$ cat config.mk
export PLATFORM = sky130hd
export DESIGN_NAME = instr_fetch_ctrl
export DESIGN_NICKNAME = d
export VERILOG_FILES = /design/src/rtl/instr_fetch_ctrl.sv
export SDC_FILE = /design/constraint.sdc
export NUM_CORES = 1
export LEC_CHECK = 0
export ABC_CLOCK_PERIOD_IN_PS = 3110
export CORE_UTILIZATION = 55
export DETAILED_ROUTE_END_ITERATION = 8
export PLACE_DENSITY = 0.77
export SLEW_MARGIN = 0
export SYNTH_ARGS = -nofsm -noshare
export SYNTH_HDL_FRONTEND = slang
export SYNTH_SLANG_ARGS = --single-unit
$ cat constraint.sdc
create_clock -name t_clk -period 3.11 [get_ports t_clk]
set_clock_uncertainty 0.05 [all_clocks]
set_input_delay 0.311 -clock t_clk [delete_from_list [all_inputs] [get_ports t_clk]]
set_output_delay 0.311 -clock t_clk [all_outputs]
set_load 0.02 [all_outputs]
$ cat src/rtl/instr_fetch_ctrl.sv
// Instruction fetch controller: drives the instruction-memory transmitter's
// syn/ack handshake for one DEPTH-word program per start pulse. Fetched words
// are buffered in a small first-word-fall-through FIFO and handed to decode
// over valid/ready. Credit gating on syn guarantees the FIFO never overflows.
module instr_fetch_ctrl #(
  parameter int IWIDTH = 32,
  parameter int DEPTH  = 36,
  parameter int FDEPTH = 4,
  parameter int AWIDTH = 8
) (
  input  logic              t_clk,
  input  logic              t_rst,
  input  logic              c_i_start,
  output logic              c_o_busy,
  output logic              c_o_done,
  output logic              f_o_syn,
  input  logic [IWIDTH-1:0] f_i_instr,
  input  logic              f_i_ack,
  output logic [IWIDTH-1:0] d_o_instr,
  output logic [AWIDTH-1:0] d_o_pc,
  output logic              d_o_valid,
  input  logic              d_i_ready
);

  localparam int CW = $clog2(DEPTH + 1);
  localparam int PW = $clog2(FDEPTH);
  localparam int NW = $clog2(FDEPTH + 1);

  typedef enum logic [1:0] {S_IDLE, S_FETCH, S_DRAIN, S_DONE} state_e;

  state_e            state_q, state_d;
  logic              syn_q, syn_d;
  logic [CW-1:0]     issue_q, issue_d;
  logic [CW-1:0]     deliv_q, deliv_d;
  logic [PW-1:0]     wptr_q, wptr_d;
  logic [PW-1:0]     rptr_q, rptr_d;
  logic [NW-1:0]     cnt_q, cnt_d;
  logic [IWIDTH-1:0] mem_q [FDEPTH];
  logic              push, pop;
  logic [31:0]       issued_next;
  logic [31:0]       credit_need;

  // syn requests issued or in flight after this edge, and FIFO slots they could
  // occupy. Pops are ignored on purpose: conservative but never overflows.
  assign issued_next = 32'(issue_q) + 32'(syn_q);
  assign credit_need = 32'(cnt_q) + 32'(f_i_ack) + 32'(syn_q) + 32'd1;

  // Next-state, counters, FIFO pointers and handshake request
  always_comb begin
    state_d = state_q;
    syn_d   = 1'b0;
    issue_d = issue_q;
    deliv_d = deliv_q;
    wptr_d  = wptr_q;
    rptr_d  = rptr_q;
    // Words arriving while idle are stray and dropped.
    push    = f_i_ack && (state_q == S_FETCH || state_q == S_DRAIN);
    pop     = (cnt_q != '0) && d_i_ready;
    if (push) wptr_d = wptr_q + PW'(1);
    if (pop) begin
      rptr_d  = rptr_q + PW'(1);
      deliv_d = deliv_q + CW'(1);
    end
    cnt_d = cnt_q + NW'(push) - NW'(pop);
    case (state_q)
      S_IDLE: begin
        if (c_i_start) begin
          state_d = S_FETCH;
          syn_d   = 1'b1;   // empty FIFO always has credit for the first word
          issue_d = '0;
          deliv_d = '0;
          wptr_d  = '0;
          rptr_d  = '0;
          cnt_d   = '0;
        end
      end
      S_FETCH: begin
        if (syn_q) issue_d = issue_q + CW'(1);
        syn_d = (issued_next < 32'(DEPTH)) && (credit_need <= 32'(FDEPTH));
        if (issued_next >= 32'(DEPTH)) state_d = S_DRAIN;
      end
      S_DRAIN: begin
        if (cnt_q == '0 && !f_i_ack) state_d = S_DONE;
      end
      S_DONE: state_d = S_IDLE;
      default: state_d = S_IDLE;
    endcase
  end

  // Control and pointer registers; reset also realigns with the transmitter
  always_ff @(posedge t_clk or negedge t_rst) begin
    if (!t_rst) begin
      state_q <= S_IDLE;
      syn_q   <= 1'b0;
      issue_q <= '0;
      deliv_q <= '0;
      wptr_q  <= '0;
      rptr_q  <= '0;
      cnt_q   <= '0;
    end else begin
      state_q <= state_d;
      syn_q   <= syn_d;
      issue_q <= issue_d;
      deliv_q <= deliv_d;
      wptr_q  <= wptr_d;
      rptr_q  <= rptr_d;
      cnt_q   <= cnt_d;
    end
  end

  // FIFO storage; contents are only visible while valid, so no reset needed
  always_ff @(posedge t_clk) begin
    if (push) mem_q[wptr_q] <= f_i_instr;
  end

  // Delivery is in order, so the head PC follows directly from deliv_q.
  assign d_o_valid = (cnt_q != '0);
  assign d_o_instr = d_o_valid ? mem_q[rptr_q] : '0;
  assign d_o_pc    = d_o_valid ? AWIDTH'({deliv_q, 2'b00}) : '0;
  assign f_o_syn   = syn_q;
  assign c_o_busy  = (state_q != S_IDLE);
  assign c_o_done  = (state_q == S_DONE);

endmodule

## Word level (Yosys, flattened, before mapping)

Memory sizes are Yosys's and may differ from the RTL's.
Index checks and enable logic that the tools add are counted.

- Register bits: 22
- Memory bits (writable): 128
- Bits of input ports: 37
- Output and inout bits: 44
- Memories kept: 1

- Add/subtract/negate cells: 10
- $lt $le $gt $ge: 3
- Equality and inequality tests: 7
- Mux-type cells: 24
- Reductions and logical operators: 13

Memories:

| memory | depth | bits a word | rd ports | clocked after Yosys merged registers in | write ports | line | RTL |
|---|---|---|---|---|---|---|---|
| mem_q | 4 | 32 | 1 | 0 | 1 | 38 | `logic [IWIDTH-1:0] mem_q [FDEPTH];` |

Operators with widths:

| cell | number |
|---|---|
| 2-to-1 mux 32 bit | 1 |
| 2-to-1 mux 6 bit | 5 |
| 2-to-1 mux 2 bit | 9 |
| adder 6 x 1 -> 6 bit (second input constant) | 2 |
| one-hot mux 6 bit (2 select lines) | 1 |
| 2-to-1 mux 8 bit | 1 |
| one-hot mux 2 bit (4 select lines) | 1 |
| adder 6 x 1 -> 7 bit | 1 |
| greater-or-equal comparator 7 x 6 -> 1 bit (second input constant) | 1 |
| less-than comparator 7 x 6 -> 1 bit (second input constant) | 1 |
| adder 5 x 1 -> 6 bit (second input constant) | 1 |
| <= comparator 6 x 3 -> 1 bit (second input constant) | 1 |
| 2-to-1 mux 3 bit | 2 |
| AND reduction 3 bit | 2 |
| adder 4 x 1 -> 5 bit | 1 |
| adder 2 x 1 -> 2 bit (second input constant) | 2 |
| adder 3 x 1 -> 4 bit | 1 |
| == test 2 bit (second input constant) | 2 |
| logical AND 1 bit | 4 |
| != test 2 x 1 -> 1 bit (second input constant) | 2 |
| != test 2 bit (second input constant) | 2 |
| nonzero test 2 bit | 2 |
| adder 3 x 1 -> 3 bit | 1 |
| zero test 3 bit | 1 |
| 8 further kinds | 10 |

## Logic depth before layout (Yosys ltp)

Gate-level depths: netlist (run 1).

- Depth after elaboration: 7
- Depth in mapped cells: 11
- Gate-level depth less buffers: 11

## Worst setup path after synthesis (run 1)

OpenSTA, ideal clock, no wires.

- Path kind: reg-to-reg
- Start: register cnt_q[1]
- End: register cnt_q[2]
- Arrival: 2.317 ns
- Path slack: 0.612 ns
- Cell stages (with the launch flop): 12
- Buffers on the path: 1
- Cell sequence: dfrtp_1 -> or3_4 -> and2_4 -> buf_6 -> ha_1 -> inv_1 -> ha_1 -> inv_1 -> fa_1 -> xor2_1 -> xnor2_1 -> nor2_1

- Longest elaborated chain between the ends: 5

Ends and longest elaborated chain:

| item | line | RTL |
|---|---|---|
| start: declaration | 37 | `logic [NW-1:0] cnt_q, cnt_d;` |
| start signal: assignment | 107 | `cnt_q <= cnt_d;` |
| parallel branches: the longest is 2 deep, another holds adder 3 x 1 -> 3 bit | - |  |
| subtractor 3 x 1 -> 3 bit (*) | 64 | `cnt_d = cnt_q + NW'(push) - NW'(pop);` |
| 2-to-1 mux 3 bit | 67 | `if (c_i_start) begin` |
| 2-to-1 mux 3 bit (*) | 65 | `case (state_q)` |
| net cnt_d[2] | 37 |  |

Mark *: on every way through the listed nets, which the timed path passes.
A chain may end at the register's enable or synchronous reset.

## Worst setup path after layout (run 1)

- Start: register rptr_q[0]
- End: output port d_o_instr[16]

- Longest elaborated chain between the ends: 2

Ends and longest elaborated chain:

| item | line | RTL |
|---|---|---|
| start: declaration | 36 | `logic [PW-1:0] rptr_q, rptr_d;` |
| start signal: assignment | 106 | `rptr_q <= rptr_d;` |
| memory read (4 x 32 bit) | - |  |
| 2-to-1 mux 32 bit | 118 | `assign d_o_instr = d_o_valid ? mem_q[rptr_q] : '0;` |
| end: declaration | 19 | `output logic [IWIDTH-1:0] d_o_instr,` |

No other way between the ends.

==> results.tsv, run 1 <==
stage	metric	value	unit
grt	grt_max_degree	41	
yosys	syn-instance-count	354	
setup_path	cp.arrival	2.42	ns
grt	grt_overflow	0	
clock_tree	postCtsHoldBufs	0	
grt	grt_pass1_wl	17.6	mm
timing	setup_tns	0	ns
floorplanning	die_height	109	um
yosys	synth_edf_count	128	
route	vias	3260	
clock_tree	cts_resized	0	
power_and_ir_drop	power_switching	2.61	mW
floorplanning	pin_count	81	
timing	slew_violations	0	
setup_path	endpoint_kind	primary output	
route	viasPerCell	5.44	
power_and_ir_drop	ir_drop	0.675	mV
finish	diodes	0	
power_and_ir_drop	clockPowerShare	24.1	%
clock_tree	cts-root-buf	clkbuf_16	
yosys	netlist_area	6300	um2
yosys	synth_fa_ha_area_share	4.21	%
power_and_ir_drop	pwr-share-seq	35.6	%
clock_tree	clock-sinks	150	
floorplanning	core_region_area	11000	um2
power_and_ir_drop	p_per_area	1020	nW/um2
route	drc_errors	0	
route	wl	11.3	mm
timing	fin_crit_sh	89.3	%
yosys	avgSynthCellArea	17.8	um2
finish	design_area	7830	um2
yosys	netlist.area_leader.share	61.0	%
floorplanning	core.rowCount	38	
timing	max_freq	360	MHz
placed_design	gp_congestion	0.752	
timing	hold_ws	0.196	ns
clock_tree	cts_tree	yes	
route	drtIter0Drc	194	
setup_path	critPathLaunchType	flop	
power_and_ir_drop	swShare	32.6	%
placed_design	post_dp_cell_area	7270	um2
clock_tree	cts_buffer_depth	2	
grt	grt_pass1_vias	3323	
grt	top_usage_layer	met2	
min_path	hold_path.class	in2async	
power_and_ir_drop	power.total	8.01	mW
setup_path	worstRegToRegCells	10	
setup_path	critPathRequiredTime	2.75	ns
run	cap_viol_max_count	0	
clock_tree	cts_setup_buffers	0	
clock_tree	clk_pin_slew	0.06	ns
finish	stdcell_count	599	
timing	slew-limit-headroom	32.6	%
route	drt-pass1-iter-count	4	
clock_tree	numCtsBuffers	17	
route	detail_route.wl_per_cell	18.9	um
yosys	synth-simple-area-share	7.86	%
floorplanning	die_w	109	um
finish	post-route-util	71.3	%
setup_path	crit_fanout	20	
timing	hold_viol	0	
finish	drive_gt1_share	18.3	%
yosys	async_reset_ff_share	14.7	%
yosys	ys_ff_latch	150	
grt	grt_util_met1	26.9	%
timing	tightest_slew	1.01	ns
placed_design	dpl.hpwl	7.16	mm
grt	antenna_found_initial	0	
yosys	synth_seq_area_share	69.7	%
yosys	synth_warnings	0	
floorplanning	die-area	11900	um2
timing	setup_viol	0	
power_and_ir_drop	p_int	5.40	mW
floorplanning	start_util	57.4	%
placed_design	dp.cells	567	
yosys	synth_top_family_by_area	multiplexers	
placed_design	dp_slack	0.583	ns
clock_tree	htree_levels	4	
yosys	ys_types	37	
finish	syn_to_final_growth	24.3	%
yosys	synth_xor_area_share	2.08	%
yosys	synth.area.mux_share	12.3	%
grt	grt_util_met3	7.59	%
clock_tree	clk_latency	0.42	ns
finish	final_nets	503	
run_status	outcome	completed	
timing	fin_crit	2.78	ns
timing	rsz0062_at_grt	false	
route	detail-route-antenna-nets	0	
power_and_ir_drop	p_comb_share	40.3	%
placed_design	portBuffers	78	
yosys	synth_compound_area_share	1.37	%
yosys	ys.flop_type	edfxtp_1	
yosys	synth_area_leaders	edfxtp_1 61%, mux4_2 11%, dfrtp_1 8.7%, and2_1 3.8%, ha_1 3.6%	
timing	setup_ws	0.332	ns
setup_path	critPathKind	reg2out	
power_and_ir_drop	p_leak	2.82	nW
yosys	synth.largest_area_cell	edfxtp_1	
grt	grt_util_all_layers	21.4	%
grt	use_met2	34.5	%
-- critical path: stages (launching register included) --
cell	delay (ns)
dfrtp_2	0.35
buf_4	0.37
mux4_2	0.57
and2_1	0.17
clkdlybuf4s50_1	0.53
-- Yosys cell counts (2+ instances only) --
master	n
nand3_1	4
inv_1	14
buf_2	4
ha_1	18
fa_1	2
nand4_1	3
mux4_2	32
nor2_1	18
edfxtp_1	128
xor2_1	11
nand2_1	11
mux2i_1	3
buf_4	5
o21ai_1	2
dfrtp_1	22
a21oi_1	2
nand4_2	2
and3_1	7
o21ai_0	2
clkbuf_1	7
and2_1	38
xnor2_1	4
-- per-layer routing --
metal | wire length [um] | up-vias
met5 | 0 | -
met4 | 110 | 0
met3 | 616 | 10
met2 | 5840 | 86
met1 | 4730 | 1636
li1 | - | 1528
-- state kept, by name, summed over array words and instances, names as in the netlist --
register	flops
mem_q	128
deliv_q	6
issue_q	6
cnt_q	3
rptr_q	2
state_q	2
wptr_q	2
f_o_syn	1
-- cells by family (layout without fill, tap and decap cells) --
logic type,after synthesis,after routing
AO/OA/AOI/OAI,12,12
buffers and inverters,31,135
multiplexers,37,37
other,1,2
adder cells (fa/ha/maj),20,20
flip-flops,150,150
AND/OR/NAND/NOR,88,88
XOR/XNOR,15,15
-- final timing paths --
check	slack, ns	to	start
min in group t_clk	0.48	mem_q[2][16]	f_i_instr[16]
max in group asynchronous	2.56	rptr_q[1]	t_rst
worst max-delay path	0.33	d_o_instr[16]	rptr_q[0]
worst min-delay path	0.20	deliv_q[2]	t_rst
worst max register to register	0.58	cnt_q[2]	cnt_q[1]
worst min register to register	0.53	wptr_q[1]	wptr_q[1]
-- power groups by stage --
stage | sequential (mW) | clock [mW] | combinational (mW)
detailed placement | 2.90 | 0 | 3.26
CTS | 2.86 | 1.96 | 3.28
global placement | 2.87 | 0 | 3.22
finish | 2.85 | 1.93 | 3.22
floorplan | 2.78 | 0 | 2.11
global route | 2.90 | 2.05 | 3.49
-- cell type report --
class                           instances  area [um2]
Clock buffer                           19         433
Clock inverter                         13         133
Fill cell                             715        3150
Inverter                               14        52.6
Multi-Input combinational cell        174        1770
Sequential cell                       150        4400
Tap cell                              140         175
Timing Repair Buffer                   89         876
-- layout by cell type, fill, tap and decap left out, types with 4 or more instances in the layout --
cell	n
xor2_1	11
nand2_1	11
buf_4	10
ha_1	18
and3_2	4
nand3_1	4
and2_1	38
edfxtp_1	128
mux4_2	32
dfrtp_1	20
nor2_1	18
inv_1	14
clkbuf_16	17
clkdlybuf4s50_1	78
clkinvlp_4	4
xnor2_1	4
Power figures use the tool's default switching activity.
==> run 2, diff against run 1 <==
--- a/config.mk
+++ b/config.mk
@@ -6,9 +6,9 @@
 export NUM_CORES = 1
 export LEC_CHECK = 0
 export ABC_CLOCK_PERIOD_IN_PS = 3110
-export CORE_UTILIZATION = 55
+export CORE_UTILIZATION = 35
 export DETAILED_ROUTE_END_ITERATION = 8
-export PLACE_DENSITY = 0.77
+export PLACE_DENSITY = 0.53
 export SLEW_MARGIN = 0
 export SYNTH_ARGS = -nofsm -noshare
 export SYNTH_HDL_FRONTEND = slang
==> run 2 against run 1 <==
Against the previous run:
- sequential share of layout area shrank 1.1 points
- clock power is 3% higher
- utilization shrank 25 points
- worst setup slack got worse by 0.066 ns
- first-iteration DRC count down 34%
- global-route usage down 7.1 points
- register-to-register slack better by 0.04 ns
- via count is essentially flat
- non-clock buffer count is the same
- critical endpoint is now d_o_instr[22]
- largest cell class unchanged
==> results.tsv, run 2 (synthesized netlist as in run 1, its figures left out) <==
stage	metric	value	unit
run_status	outcome	completed	
grt	grt_max_degree	41	
min_path	hold_path.class	in2async	
finish	reg_top3	mem_q x128, deliv_q x6, issue_q x6	
timing	setup_viol	0	
clock_tree	cts-root-buf	clkbuf_16	
finish	multi_input_area	1770	um2
finish	final_cell_mix	128 x edfxtp_1, 78 x clkdlybuf4s50_1, 38 x and2_1	
power_and_ir_drop	p_leak	2.84	nW
timing	slew-limit-headroom	44.2	%
clock_tree	postCtsHoldBufs	0	
setup_path	critPathRequiredTime	2.75	ns
timing	slew_violations	0	
finish	largest_register_ffs	128	
finish	drive_gt1_share	17.9	%
route	wl	11.8	mm
finish	diodes	0	
setup_path	path_buf_inv	2	
route	vias	3262	
finish	layout_commonest_cell	edfxtp_1	
finish	final_nets	503	
setup_path	critPathLaunchType	flop	
route	drt-pass1-iter-count	4	
grt	antenna_found_initial	0	
route	detail_route.wl_per_cell	17.3	um
timing	tightest_slew	0.834	ns
setup_path	cp_top_family	buffers and inverters	
clock_tree	clk_latency	0.41	ns
route	viasPerCell	4.77	
finish	post-route-util	45.8	%
run	cap_viol_max_count	0	
timing	rsz0062_at_grt	false	
route	drc_errors	0	
floorplanning	die-area	18500	um2
finish	fillers	1516	
floorplanning	start_util	36.2	%
floorplanning	pin_count	81	
clock_tree	cts_resized	0	
placed_design	gp_congestion	0.743	
grt	grt_overflow	0	
floorplanning	core.rowCount	48	
setup_path	critPathKind	reg2out	
setup_path	slowest_stage	mux4_2	
timing	fin_crit	2.84	ns
route	drtIter0Drc	129	
finish	top_register	mem_q	
timing	setup_tns	0	ns
floorplanning	die_height	136	um
clock_tree	htree_levels	4	
grt	grt_util_all_layers	14.3	%
timing	fin_crit_sh	91.4	%
setup_path	crit_fanout	29	
setup_path	endpoint_kind	primary output	
floorplanning	die_w	136	um
setup_path	cp_slowest_stage_delay	0.57	ns
power_and_ir_drop	p_per_area	1010	nW/um2
setup_path	cp_cell_sequence	buf_12, mux4_2, and2_1, clkdlybuf4s50_1	
route	detail-route-antenna-nets	0	
finish	syn_to_final_growth	26.7	%
clock_tree	cts_tree	yes	
placed_design	portBuffers	78	
floorplanning	core_region_area	17400	um2
clock_tree	clk_pin_slew	0.06	ns
clock_tree	cts_setup_buffers	0	
clock_tree	clock-sinks	150	
clock_tree	numCtsBuffers	17	
clock_tree	cts_buffer_depth	2	
grt	grt_pass1_vias	3569	
placed_design	dpl.hpwl	7.47	mm
grt	grt_pass1_wl	19.2	mm
timing	hold_viol	0	
power_and_ir_drop	ir_drop	0.472	mV
timing	max_freq	352	MHz
setup_path	cp.arrival	2.48	ns
finish	seqCellArea	4400	um2
==> run 2: changes by cell type in the layout (fill, tap and decap cells not counted), moves of 2 or more <==
cell and change:
clkinv_2 +2, clkinv_4 -2, buf_12 +3, buf_4 -3
clkinvlp_4 -2
==> run 2: power breakdown <==
part           internal [mW]  total, mW  switching (mW)
logic                   1.64       3.26            1.62
registers               2.61       2.84           0.230
clock network           1.24       1.99           0.743
==> run 2: worst paths after layout <==
kind | start | endpoint | slack, ns | depth (start not counted)
max in group asynchronous | t_rst | cnt_q[2] | 2.06 | 2
setup reg to reg | cnt_q[1] | cnt_q[2] | 0.62 | 10
hold reg to reg | deliv_q[5] | deliv_q[5] | 0.49 | 2
setup / recovery | rptr_q[0] | d_o_instr[22] | 0.27 | 4
hold / removal | t_rst | issue_q[4] | 0.33 | 1
min in group t_clk | f_i_instr[15] | mem_q[2][15] | 0.47 | 1
==> run 2: final cells by class <==
cell class,instances,share of cell area (%)
tap,225,3.53
multi-input combinational,174,22.1
inverter,14,0.658
clock buffer,20,5.47
timing repair buffer,89,11.4
sequential,150,55.1
clock inverter,12,1.69
==> run 2: per-layer routing <==
metal | global-route usage (%) | vias up | share of wire (%)
met3 | 4.25 | 13 | 4.4
met1 | 17.7 | 1666 | 45
met5 | 0 | - | 0
li1 | - | 1521 | -
met4 | 5.56 | 0 | 1.1
met2 | 23.4 | 62 | 50
==> run 2: metrics by stage <==
stage / total power [mW] / std cells / hold slack, ns / setup WS, ns / instance area [um2]
final: 8.09 / 684 / 0.326 / 0.266 / 7980
after detailed placement: 6.22 / 652 / 0.485 / 0.577 / 7410
after CTS: 8.23 / 684 / 0.354 / 0.196 / 7980
after global routing: 8.59 / 684 / 0.387 / 0.129 / 7980
after global placement: 6.18 / 652 / 0.475 / 0.613 / 7410
after floorplan: 4.89 / 355 / -0.0346 / 0.612 / 6300
